--- config.mk ---
export PLATFORM = sky130hd
export DESIGN_NAME = spi_sensor_responder
export DESIGN_NICKNAME = d
export VERILOG_FILES = /design/src/rtl/spi_sensor_responder.sv
export SDC_FILE = /design/constraint.sdc
export NUM_CORES = 1
export LEC_CHECK = 0
export CORE_MARGIN = 5
export CORE_UTILIZATION = 40
export CTS_BUF_LIST = sky130_fd_sc_hd__clkbuf_2
export DETAILED_ROUTE_END_ITERATION = 10
export HOLD_SLACK_MARGIN = 0.06
export SETUP_SLACK_MARGIN = 0.5
export SLEW_MARGIN = 30
export SYNTH_ARGS = -nofsm -noshare
export SYNTH_HDL_FRONTEND = slang
export SYNTH_SLANG_ARGS = --single-unit
--- constraint.sdc ---
create_clock -name clk -period 2.1 [get_ports clk]
set_input_delay 0.315 -clock clk [delete_from_list [all_inputs] [get_ports clk]]
set_output_delay 0.315 -clock clk [all_outputs]
set_load 0.005 [all_outputs]
--- src/rtl/spi_sensor_responder.sv ---
// SPI responder (CPOL=0) for the sensor link: takes a command word on MOSI, then returns a response word on MISO.
// The SPI pins are oversampled in the clk domain. The response word comes from a one-deep ready/valid holding register.
module spi_sensor_responder #(
    parameter int DATA_WIDTH = 16
) (
    input  logic                  clk,
    input  logic                  rst_n,
    input  logic                  sck,
    input  logic                  cs_n,
    input  logic                  mosi,
    output logic                  miso,
    input  logic [DATA_WIDTH-1:0] tx_data,
    input  logic                  tx_valid,
    output logic                  tx_ready,
    output logic [DATA_WIDTH-1:0] rx_data,
    output logic                  rx_valid,
    output logic                  frame_active,
    output logic                  frame_err,
    output logic                  underrun
);

    localparam int CNT_W = $clog2(DATA_WIDTH);
    localparam logic [CNT_W-1:0] LAST_BIT = CNT_W'(DATA_WIDTH - 1);

    typedef enum logic [1:0] {IDLE, CMD, RSP, WAIT_END} state_t;

    logic sck_p0, sck_p1, sck_p2;
    logic cs_p0, cs_p1, cs_p2;
    logic mosi_p0, mosi_p1;

    // Stage p0/p1: two-flop synchronisers; p2: delay flop for edge detection
    always_ff @(posedge clk or negedge rst_n) begin
        if (!rst_n) begin
            sck_p0  <= 1'b0;
            sck_p1  <= 1'b0;
            sck_p2  <= 1'b0;
            cs_p0   <= 1'b1;
            cs_p1   <= 1'b1;
            cs_p2   <= 1'b1;
            mosi_p0 <= 1'b0;
            mosi_p1 <= 1'b0;
        end else begin
            sck_p0  <= sck;
            sck_p1  <= sck_p0;
            sck_p2  <= sck_p1;
            cs_p0   <= cs_n;
            cs_p1   <= cs_p0;
            cs_p2   <= cs_p1;
            mosi_p0 <= mosi;
            mosi_p1 <= mosi_p0;
        end
    end

    logic sck_rise, sck_fall, cs_rise, cs_fall;
    assign sck_rise = sck_p1 & ~sck_p2;
    assign sck_fall = ~sck_p1 & sck_p2;
    assign cs_rise  = cs_p1 & ~cs_p2;
    assign cs_fall  = ~cs_p1 & cs_p2;

    state_t                state;
    logic [CNT_W-1:0]      bit_cnt;
    logic [DATA_WIDTH-2:0] cmd_shift;
    logic [DATA_WIDTH-1:0] rsp_shift;
    logic [DATA_WIDTH-1:0] hold_reg;
    logic                  hold_full;

    assign tx_ready = ~hold_full;

    always_ff @(posedge clk or negedge rst_n) begin
        if (!rst_n) begin
            state        <= IDLE;
            bit_cnt      <= '0;
            cmd_shift    <= '0;
            rsp_shift    <= '0;
            hold_reg     <= '0;
            hold_full    <= 1'b0;
            miso         <= 1'b0;
            rx_data      <= '0;
            rx_valid     <= 1'b0;
            frame_active <= 1'b0;
            frame_err    <= 1'b0;
            underrun     <= 1'b0;
        end else begin
            rx_valid  <= 1'b0;
            frame_err <= 1'b0;
            underrun  <= 1'b0;

            // A load coinciding with an underrunning frame start survives for the next frame
            if (tx_valid && !hold_full) begin
                hold_reg  <= tx_data;
                hold_full <= 1'b1;
            end

            case (state)
                IDLE: begin
                    miso <= 1'b0;
                    if (cs_fall) begin
                        state        <= CMD;
                        frame_active <= 1'b1;
                        bit_cnt      <= '0;
                        if (hold_full) begin
                            rsp_shift <= hold_reg;
                            hold_full <= 1'b0;
                        end else begin
                            rsp_shift <= '0;
                            underrun  <= 1'b1;
                        end
                    end
                end
                CMD: begin
                    if (cs_rise) begin
                        state        <= IDLE;
                        frame_active <= 1'b0;
                        frame_err    <= 1'b1;
                        miso         <= 1'b0;
                    end else if (sck_rise) begin
                        cmd_shift <= {cmd_shift[DATA_WIDTH-3:0], mosi_p1};
                        if (bit_cnt == LAST_BIT) begin
                            rx_data  <= {cmd_shift, mosi_p1};
                            rx_valid <= 1'b1;
                            bit_cnt  <= '0;
                            state    <= RSP;
                        end else begin
                            bit_cnt <= bit_cnt + CNT_W'(1);
                        end
                    end
                end
                RSP: begin
                    if (cs_rise) begin
                        state        <= IDLE;
                        frame_active <= 1'b0;
                        frame_err    <= 1'b1;
                        miso         <= 1'b0;
                    end else begin
                        if (sck_fall) begin
                            miso      <= rsp_shift[DATA_WIDTH-1];
                            rsp_shift <= {rsp_shift[DATA_WIDTH-2:0], 1'b0};
                        end
                        if (sck_rise) begin
                            if (bit_cnt == LAST_BIT) begin
                                state <= WAIT_END;
                                miso  <= 1'b0;
                            end else begin
                                bit_cnt <= bit_cnt + CNT_W'(1);
                            end
                        end
                    end
                end
                WAIT_END: begin
                    miso <= 1'b0;
                    if (cs_rise) begin
                        state        <= IDLE;
                        frame_active <= 1'b0;
                    end
                end
                default: begin
                    state        <= IDLE;
                    frame_active <= 1'b0;
                    miso         <= 1'b0;
                end
            endcase
        end
    end

endmodule
======== After elaboration in Yosys (flattened, before gate mapping) ========
Cells that the tools add are included.
Widths: inputs -> output; s select.
word-level totals
  word-level logic and storage cells ...... 106
  flip-flop bits (word level) ............. 83
  output and inout bits ................... 22
operators by class
  bitwise logic cells ..................... 10
  add/subtract/negate cells ............... 1
  eq/ne operators ......................... 18
  reduce and logical (&&, ||, !) cells .... 14
  muxes and demuxes ....................... 43
operators by type and width
  operator             count
  $mux 16              4
  $pmux 16 s2          1
  $mux 4               7
  $mux 1               19
  $ne 2x2->1 const B   9
  $mux 2               8
  $ne 3x3->1 const B   4
  $pmux 4 s3           1
  $pmux 2 s4           1
  $reduce_and 4->1     2
  $reduce_and 7->1     1
  $not 1->1            6
  $reduce_and 6->1     1
  $add 4x1->4 const B  1
  $and 1x1->1          4
  $eq 2x2->1 const B   2
  $eq 4x4->1 const B   1
  $reduce_or 2->1      2
  $pmux 1 s3           1
  $reduce_and 3->1     1
  $reduce_bool 3->1    1
  $reduce_or 3->1      1
  $eq 2x1->1 const B   1
  $logic_not 2->1      1
  other kinds (6)      6

======== Depth between registers and ports, before layout ========
  word-level depth ........................ 7
  depth in mapped cells ................... 8

======== Worst setup path before layout ========
OpenSTA, ideal clock, no wires.
  path kind ............................... flip-flop to flip-flop
  start ................................... register state[0]
  end ..................................... register rsp_shift[10]
  data arrival time ....................... 1.572 ns
  stages on the path, launching flop included .. 9
  path buffers ............................ 2
  setup slack ............................. 0.402 ns
  required time ........................... 1.975 ns
  path through ............................ dfrtp_1 -> inv_1 -> ha_1 -> nand3b_1 -> nor2_1 -> a31o_1 -> buf_6 -> buf_12 -> mux2_4
between the ends
  word-level cells in the longest chain between the ends .. 3
  elaborated cells between the ends (all ways) .. 8
RTL lines
  what                                                                     line  source
  from (decl)                                                              60    state_t state;
  from (signal assigned)                                                   71    state <= IDLE;
  from (signal assigned)                                                   98    state <= CMD;
  from (signal assigned)                                                   112   state <= IDLE;
  $eq 2x2->1 / $logic_not 2->1 (equally long branches)                     94    case (state)
  $ne 2x2->1 (no source line) / $reduce_bool 2->1 (equally long branches)  n/a
  $reduce_and 4->1 (no source line)                                        n/a
  to (signal assigned)                                                     102   rsp_shift <= hold_reg;
  to (signal assigned)                                                     137   rsp_shift <= {rsp_shift[DATA_WIDTH-2:0], 1'b0};
  to (decl)                                                                63    logic [DATA_WIDTH-1:0] rsp_shift;
Several ways; a longest one is shown, not always the timed one.
A chain may end at the register's enable or synchronous reset.

======== Final worst setup path ========
  start ................................... register state[1]
  end ..................................... register rsp_shift[3]
The elaborated chain is that of the path after synthesis.

==> run_results.csv <==
group,metric,value,unit
run_status,status,"completed",
clock_tree,clkLatencyLatePin,0.50,ns
global_route,grt_pass1_wl,11100,um
place,globalplace.congestion,0.800,
timing,setup_viol,0,
critical_path,r2r-start,"state[1]",
die,dieArea,10800,um^2
synthesis,syn_inst,237,
critical_path,cp-end-kind,"flop",
timing,rsz0062_at_grt,"yes",
pwr,internal-power,3.63,mW
synthesis,seq_area_frac_synth,59.3,%
min_path,holdCritPathClass,"input port to asynchronous set/reset pin",
detailed_routing,ant_nets,0,
final_layout,syn_to_final_growth,35.0,%
pwr,pwr_density_cell,1110,nW/um^2
clock_tree,path_clk_slew,0.22,ns
global_route,grt_use_total,12.7,%
synthesis,syn_avg_cell_area,14.8,um^2
die,core-area,8640,um^2
critical_path,path_max_fanout,8,
timing,finalCritPeriodShare,83.8,%
clock_tree,cts-root-buf,"clkbuf_2",
pwr,p_sw,1.61,mW
timing,worst_pin_slew,0.356,ns
timing,min_period,1.76,ns
place,dp.cells,383,
critical_path,path_class,"flop to flop",
synthesis,synthAdderAreaFrac,2.14,%
synthesis,synthArstFlopShare,100,%
synthesis,synth_top_area_share,57.0,%
die,die_width,104,um
timing,maxSlewHeadroom,76.2,%
detailed_routing,drt_wl_total,6760,um
pwr,comb_power_share,39.0,%
global_route,antenna_found_initial,1,
clock_tree,cts_buffer_depth,2,
final_layout,fin_cells,440,
final_layout,drive_gt1_share,45.6,%
synthesis,yosys.area.top_type,"dfrtp_1",
global_route,grt_pass1_vias,2241,
critical_path,cp.required,2.50,ns
die,rows,34,
detailed_routing,vias,2183,
final_layout,layout.nets,355,
critical_path,r2r_cells,8,
pwr,seqPwrFrac,43.7,%
clock_tree,htreeDepth,3,
final_layout,final_cell_mix,"dfrtp_1, mux2_2, buf_4",
synthesis,synth-xor-area-share,0,%
pwr,switching_share,30.8,%
synthesis,ys_top_cells_by_area,"dfrtp_1, mux2_2, mux2_4",
job,maxCapViolations,0,
clock_tree,numCtsBuffers,9,
detailed_routing,drt_iter0_drc,65,
critical_path,reg2reg_slack,0.34,ns
detailed_routing,wl_per_cell,15.4,um
synthesis,syn_nets,265,
die,pin_count,44,
synthesis,yosysWarnings,0,
critical_path,arrival,2.16,ns
critical_path,r2r_end,"rsp_shift[3]",
place,portBuffers,43,
critical_path,worstSetupEndpoint,"rsp_shift[3]",
global_route,grt_overflow,0,
synthesis,synthFlopType,"dfrtp_1",
synthesis,synth-edff-count,0,
timing,drv_slew,0,
timing,fin_worst_skew,0.0251,ns
pwr,leakagePower,2.34,nW
pwr,clockPowerShare,17.4,%
timing,hold_violations,0,
clock_tree,clock_sinks,83,
synthesis,synth-compound-area-share,6.84,%
critical_path,start_kind,"flop",
synthesis,synth_cell_types,35,
detailed_routing,firstDrtPassIters,4,
final_layout,final_common_cell,"dfrtp_1",
place,post-place-ws,0.152,ns
synthesis,synthSimpleGateAreaFrac,5.74,%
synthesis,synth_top_family_by_area,"multiplexers",
synthesis,muxShareOfSynthArea,22.9,%
timing,tns,0,ns
global_route,grt-busiest-layer,"met2",
clock_tree,cts_tree,"yes",
synthesis,synth_seq_cells,83,
global_route,grt_start_max_net_pins,44,
pwr,vdd_drop_max,0.000510,V
global_route,grtUsageMet1,17.4,%
place,hpwl,4050,um
synthesis,netlist_area,3510,um^2
die,start_util,40.7,%
timing,max_freq,0.568,GHz
global_route,grt_use_met2,19.2,%
die,die_h,104,um
timing,worst_slack,0.340,ns
detailed_routing,drc_errors,0,
detailed_routing,via_per_inst,4.96,
global_route,grt_use_met3,3.30,%
critical_path,critPathLaunch,"state[1]",
per-layer routing:
metal | wire [um] | vias to the layer above | part of all wire, %
met5 | 0 | - | 0
met4 | 112 | 0 | 1.7
met3 | 179 | 9 | 2.6
met2 | 3210 | 37 | 48
met1 | 3250 | 1104 | 48
li1 | - | 1033 | -
power by group through the flow:
stage	Sequential (mW)	Clock [mW]	Combinational, mW
global route	2.34	1.00	2.22
detailed placement	2.33	0	1.46
global placement	2.32	0	1.42
finish	2.29	0.909	2.04
CTS	2.28	0.936	1.71
floorplan	2.24	0	1.14
final cells by class:
| cell class | instances | area, um^2 |
|---|---|---|
| fillers | 701 | 3900 |
| inverters | 6 | 25.0 |
| multi-input cells | 137 | 1480 |
| diodes | 1 | 2.50 |
| clock inverters | 6 | 81.3 |
| clock buffers | 9 | 45.0 |
| repair buffers | 90 | 886 |
| well taps | 108 | 135 |
| flip-flops and latches | 83 | 2080 |
cells in the mapped netlist (all sizes together), types with 2 or more instances:
cell type and count:
a21o 3, a21oi 5, a221o 3, a22o 14, and2 2, and3 3, buf 11, dfrtp 80
dfstp 3, ha 6, inv 6, mux2 63, mux2i 3, nand2 7, nand2b 2, nand3 3
nor2 6, nor2b 4, nor3 2, nor3b 2, o21ai 3
worst max-delay path: stages, from the launching register on:
cell and delay (ns):
dfrtp_2 0.50, inv_4 0.10, ha_4 0.15, nand3b_1 0.14, nor2_4 0.12, a31o_4 0.12, buf_6 0.10, buf_12 0.12
mux2_2 0.32
per-stage QoR:
stage | cell area (um^2) | util, % | total power [mW] | hold WS, ns
floorplan | 3540 | - | 3.38 | 0.0194
global placement | 4090 | 47.3 | 3.74 | 0.237
detailed placement | 4090 | 47.3 | 3.79 | 0.237
CTS | 4460 | 51.7 | 4.93 | 0.161
global route | 4740 | 54.9 | 5.57 | 0.145
finish | 4740 | 54.9 | 5.24 | 0.207
how the worst min path moves through the flow:
stage,start,to,slack (ns),cells after the start
final,rst_n,hold_reg[6],0.21,2
after CTS,cs_n,cs_p0,0.16,1
after detailed placement,rst_n,rsp_shift[0],0.24,1
after floorplan,rst_n,bit_cnt[0],0.02,0
after global routing,cs_n,cs_p0,0.14,1
after global placement,rst_n,hold_reg[1],0.24,1
kinds of logic (layout without fill, tap and decap cells):
group	count (synthesis)	after routing
flops	83	83
mux	66	66
simple gates	34	34
compound gates	31	31
buf+inv	17	111
fa+ha+maj	6	6
other cells	0	1
repair_timing:
action,4_1_cts,5_1_grt
resized for setup,42,30
gates cloned,1,2
hold buffers,1,0
pin swaps,1,9
setup endpoints to repair,74,53
buffers inserted,22,15
endpoints found under the hold margin,80,0
Note: power is estimated with default switching activity, not from simulation.
==> edit 1 (config.mk and constraints unchanged) <==
Reset style: synchronous (`rst_n`), changed in 2 clocked blocks.
--- a/src/rtl/spi_sensor_responder.sv
+++ b/src/rtl/spi_sensor_responder.sv
@@ -29,7 +29,7 @@
     logic mosi_p0, mosi_p1;
 
     // Stage p0/p1: two-flop synchronisers; p2: delay flop for edge detection
-    always_ff @(posedge clk or negedge rst_n) begin
+    always_ff @(posedge clk) begin
         if (!rst_n) begin
             sck_p0  <= 1'b0;
             sck_p1  <= 1'b0;
@@ -66,7 +66,7 @@
 
     assign tx_ready = ~hold_full;
 
-    always_ff @(posedge clk or negedge rst_n) begin
+    always_ff @(posedge clk) begin
         if (!rst_n) begin
             state        <= IDLE;
             bit_cnt      <= '0;
Formal check against the unedited RTL: differs if rst_n is asserted again (counterexample within 4 cycles, from zero or initial values and one cycle with rst_n low); with rst_n held inactive, the same outputs for 10 cycles.
==> edit 1 against the unedited design <==
- die area down 2.5%
- wire length up 15%
- area after synthesis down 2.8%
- sequential cell count unchanged
- count of clock-buffer cells in the layout unchanged
- setup slack better by 0.065 ns
- cell area down 3.7%
- first-iteration DRC count up 62%
- non-clock buffer count down 8
- hold slack better by 0.090 ns
- clock skew up 0.026 ns
- critical path type unchanged
Power is not compared: it rests on default switching activity, and its combinational part moved more than twofold at a synthesized area within 25%.
==> edit 1: results <==
status:
  outcome: "complete, no violations"
yosys:
  synth_compound_area_share_pct: 19.4
  avgSynthCellArea_um2: 8.30
  ys_seq_area_share_pct: 48.7
  synth_mux_area_share_pct: 0.587
  ys_async_sr_fraction_pct: 0
  synthTopCellsByArea: "dfxtp_1 49%, nand2_1 13%, a21oi_1 10%"
finish:
  multi_input_gates: 295
  buffers: 82
  inverters: 7
  layout.nonclk_buf_share_pct: 18.1
  drive_gt1_share_pct: 28.4
  area_growth_pct: 33.7
  n_fill_cell: 760
grt:
  grt_pass1_vias: 2903
  use_met2_pct: 26.5
  grt_pass1_wl_um: 13000
  track_usage_pct: 15.5
placed_design:
  numPlacedInstances: 545
  gp_congestion: 0.815
  dp_slack_ns: 0.364
  dp_hpwl_um: 4640
worst_setup_path:
  rr_worst_depth: 7
cts:
  cts_resized: 70
  insertion_delay_ns: 0.55
  postCtsSetupBuffers: 18
drt:
  drt-wirelength-per-cell_um: 13.2
  wl_met1_um: 3570
  drt_iter0_markers: 105
hold_path:
  hold_path.class: "primary input to flop"
-- edit 1: worst max-delay path, stage by stage, from the launching register on --
cell and delay (ns):
dfxtp_4 0.43, inv_6 0.05, ha_4 0.17, buf_8 0.13
a211oi_2 0.16, a22oi_2 0.14, or4_1 0.41, a21oi_1 0.15
-- edit 1: report_power, final --
part | total, W | internal (W) | switching [W]
sequential | 0.00168 | 0.00164 | 0.0000409
combinational | 0.000574 | 0.000295 | 0.000279
clock | 0.00102 | 0.000416 | 0.000599
total | 0.00327 | 0.00235 | 0.000919
-- edit 1: how the worst max path moves through the flow --
stage,startpoint,end,slack (ns),cells after the start
after floorplan,state[0],bit_cnt[2],0.49,7
after global placement,bit_cnt[0],state[1],0.42,6
after detailed placement,state[0],bit_cnt[3],0.36,7
after CTS,state[1],bit_cnt[3],0.44,6
after global routing,state[1],rsp_shift[0],0.35,8
final,state[0],bit_cnt[3],0.40,7
==> edit 2 (config.mk and constraints unchanged) <==
Made on the original files. `DATA_WIDTH`: 16 -> 8.
--- a/src/rtl/spi_sensor_responder.sv
+++ b/src/rtl/spi_sensor_responder.sv
@@ -1,7 +1,7 @@
 // SPI responder (CPOL=0) for the sensor link: takes a command word on MOSI, then returns a response word on MISO.
 // The SPI pins are oversampled in the clk domain. The response word comes from a one-deep ready/valid holding register.
 module spi_sensor_responder #(
-    parameter int DATA_WIDTH = 16
+    parameter int DATA_WIDTH = 8
 ) (
     input  logic                  clk,
     input  logic                  rst_n,
Interface: changed (resized rx_data and tx_data); port bits go from 44 to 28. The function was not compared with the original's and may differ.
==> edit 2 against the unedited design <==
- area after synthesis decreased by 37%
- cell area is 38% lower
- combinational power is 48% lower
- sequential cell count down 33
- wire length fell by 35%
- hold slack gained 0.028 ns
- power down 44%
- setup slack better by 0.0036 ns
- critical path type unchanged
- critical endpoint is now bit_cnt[0]
==> edit 2: results <==
status:
  outcome: "complete, no violations"
cts:
  cts_root_buf: "clkbuf_2"
  cts_made_buffers: 5
  clock_path_buffers: 2
  clk_pin_slew_ns: 0.27
  htree_levels: 2
  insertion_delay_ns: 0.45
worst_setup_path:
  arrival_ns: 2.13
  critPathMaxFanout: 3
  r2r_setup_slack_ns: 0.34
drt:
  routed_wl_um: 4420
  drt_iter0_markers: 84
  via_per_inst: 5.01
  dr.pass1.iters: 4
placed_design:
  gp_congestion: 0.792
  port-buffer-count: 27
  dp_hpwl_um: 2800
finish:
  fin_nets: 249
  diodes: 0
  drive_gt1_share_pct: 41.0
  n_fill_cell: 464
yosys:
  ys_seq_area_share_pct: 57.1
  synth.distinct_cells: 40
  ys_async_sr_fraction_pct: 100
  ys_warn_count: 0
  synth_fp_nets: 190
  synthTopCellsByArea: "dfrtp_1 54%, mux2_2 9.2%, mux2_4 5.5%"
  synth-main-ff-cell: "dfrtp_1"
  yosys-top-cells-count: "47 x dfrtp_1, 18 x mux2_2, 16 x nand2_1, 8 x mux2_4"
pwr:
  intPower_w: 0.00195
  ir_drop_mv: 0.468
  power_leakage_nw: 1.42
grt:
  grt_start_max_net_pins: 51
  grt_pass1_wl_um: 7090
  grt_pass1_vias: 1563
  antenna_found_initial: 0
  track_usage_pct: 12.5
floorplan:
  num_rows: 27
timing:
  setup_viol: 0
  skew_ns: 0.0170
  fin_hold_ws_ns: 0.235
  maxSlewHeadroom_pct: 58.4
hold_path:
  hold_path.class: "primary input to flop"
-- edit 2: changes by cell type in the layout (fill, tap and decap cells not counted), sizes merged, moves of 3 or more --
cell and delta:
clkdlybuf4s50 -8, a22o -13, or2 +3, mux2i -3
clkbuf -7, buf -15, inv +3, clkdlybuf4s15 -6
dfrtp -33, o221a +7, mux2 -37, a221o -3
nand2 +11
-- edit 2: cells by family after synthesis --
kind of cell    after synthesis  synth area share [%]
flops                        50                  57.1
buf+inv                      13                  2.73
simple gates                 44                  10.9
fa+ha+maj                     8                  4.50
compound gates               28                  10.1
mux                          26                  14.7
-- edit 2: worst max-delay path, cell delays in order (launching register included) --
cell	delay (ns)
dfrtp_1	0.48
inv_2	0.08
ha_4	0.16
or2_4	0.25
a221oi_4	0.25
nand3_2	0.14
mux2_4	0.32
-- edit 2: through the flow --
step / total power (W) / instance area [um2] / instances / worst slack, ns
floorplan: 0.00201 / 2230 / 169 / 0.368
finish: 0.00293 / 2940 / 301 / 0.343
detailed placement: 0.00226 / 2560 / 266 / 0.194
global placement: 0.00221 / 2560 / 266 / 0.259
global route: 0.00312 / 2940 / 301 / 0.274
CTS: 0.00287 / 2850 / 295 / 0.332
-- edit 2: what timing repair did --
item | in CTS | in global routing
resized for setup | 37 | 14
gates cloned | 0 | 1
setup endpoints to repair | 44 | 29
setup buffers | 20 | 5
pin swaps | 9 | 10
hold buffers | 1 | 0
hold endpoints to repair | 47 | 0
-- edit 2: power by group through the flow --
stage / Combinational (W) / Clock (W) / Sequential (W)
6_report: 0.00107 / 0.000437 / 0.00142
5_1_grt: 0.00118 / 0.000486 / 0.00146
4_1_cts: 0.000995 / 0.000447 / 0.00143
3_5_place_dp: 0.000803 / 0 / 0.00146
3_3_place_gp: 0.000770 / 0 / 0.00144
2_1_floorplan: 0.000631 / 0 / 0.00138
-- edit 2: path summary, 6_finish.rpt --
check,end,from,depth (start not counted)
max,bit_cnt[0],state[0],6
min,cs_p0,cs_n,1
min in group asynchronous,rx_valid,rst_n,3
max in group asynchronous,state[1],rst_n,3
min reg2reg,cs_p1,cs_p0,0
max reg2reg,bit_cnt[0],state[0],6
-- edit 2: per-layer routing --
layer  wire (um)  up-vias  GRT usage [%]
met1        1890      747           15.0
met3         203        9           3.34
met5           0        -              0
li1            -      715              -
met2        2240       38           20.7
met4          84        0           5.99
-- edit 2: area by class of cell --
type	count	area share, %
Timing Repair Buffer	57	16.9
Inverter	7	0.978
Clock inverter	3	0.893
Tap cell	72	3.06
Clock buffer	5	0.851
Sequential cell	50	42.7
Multi-Input combinational cell	107	34.5
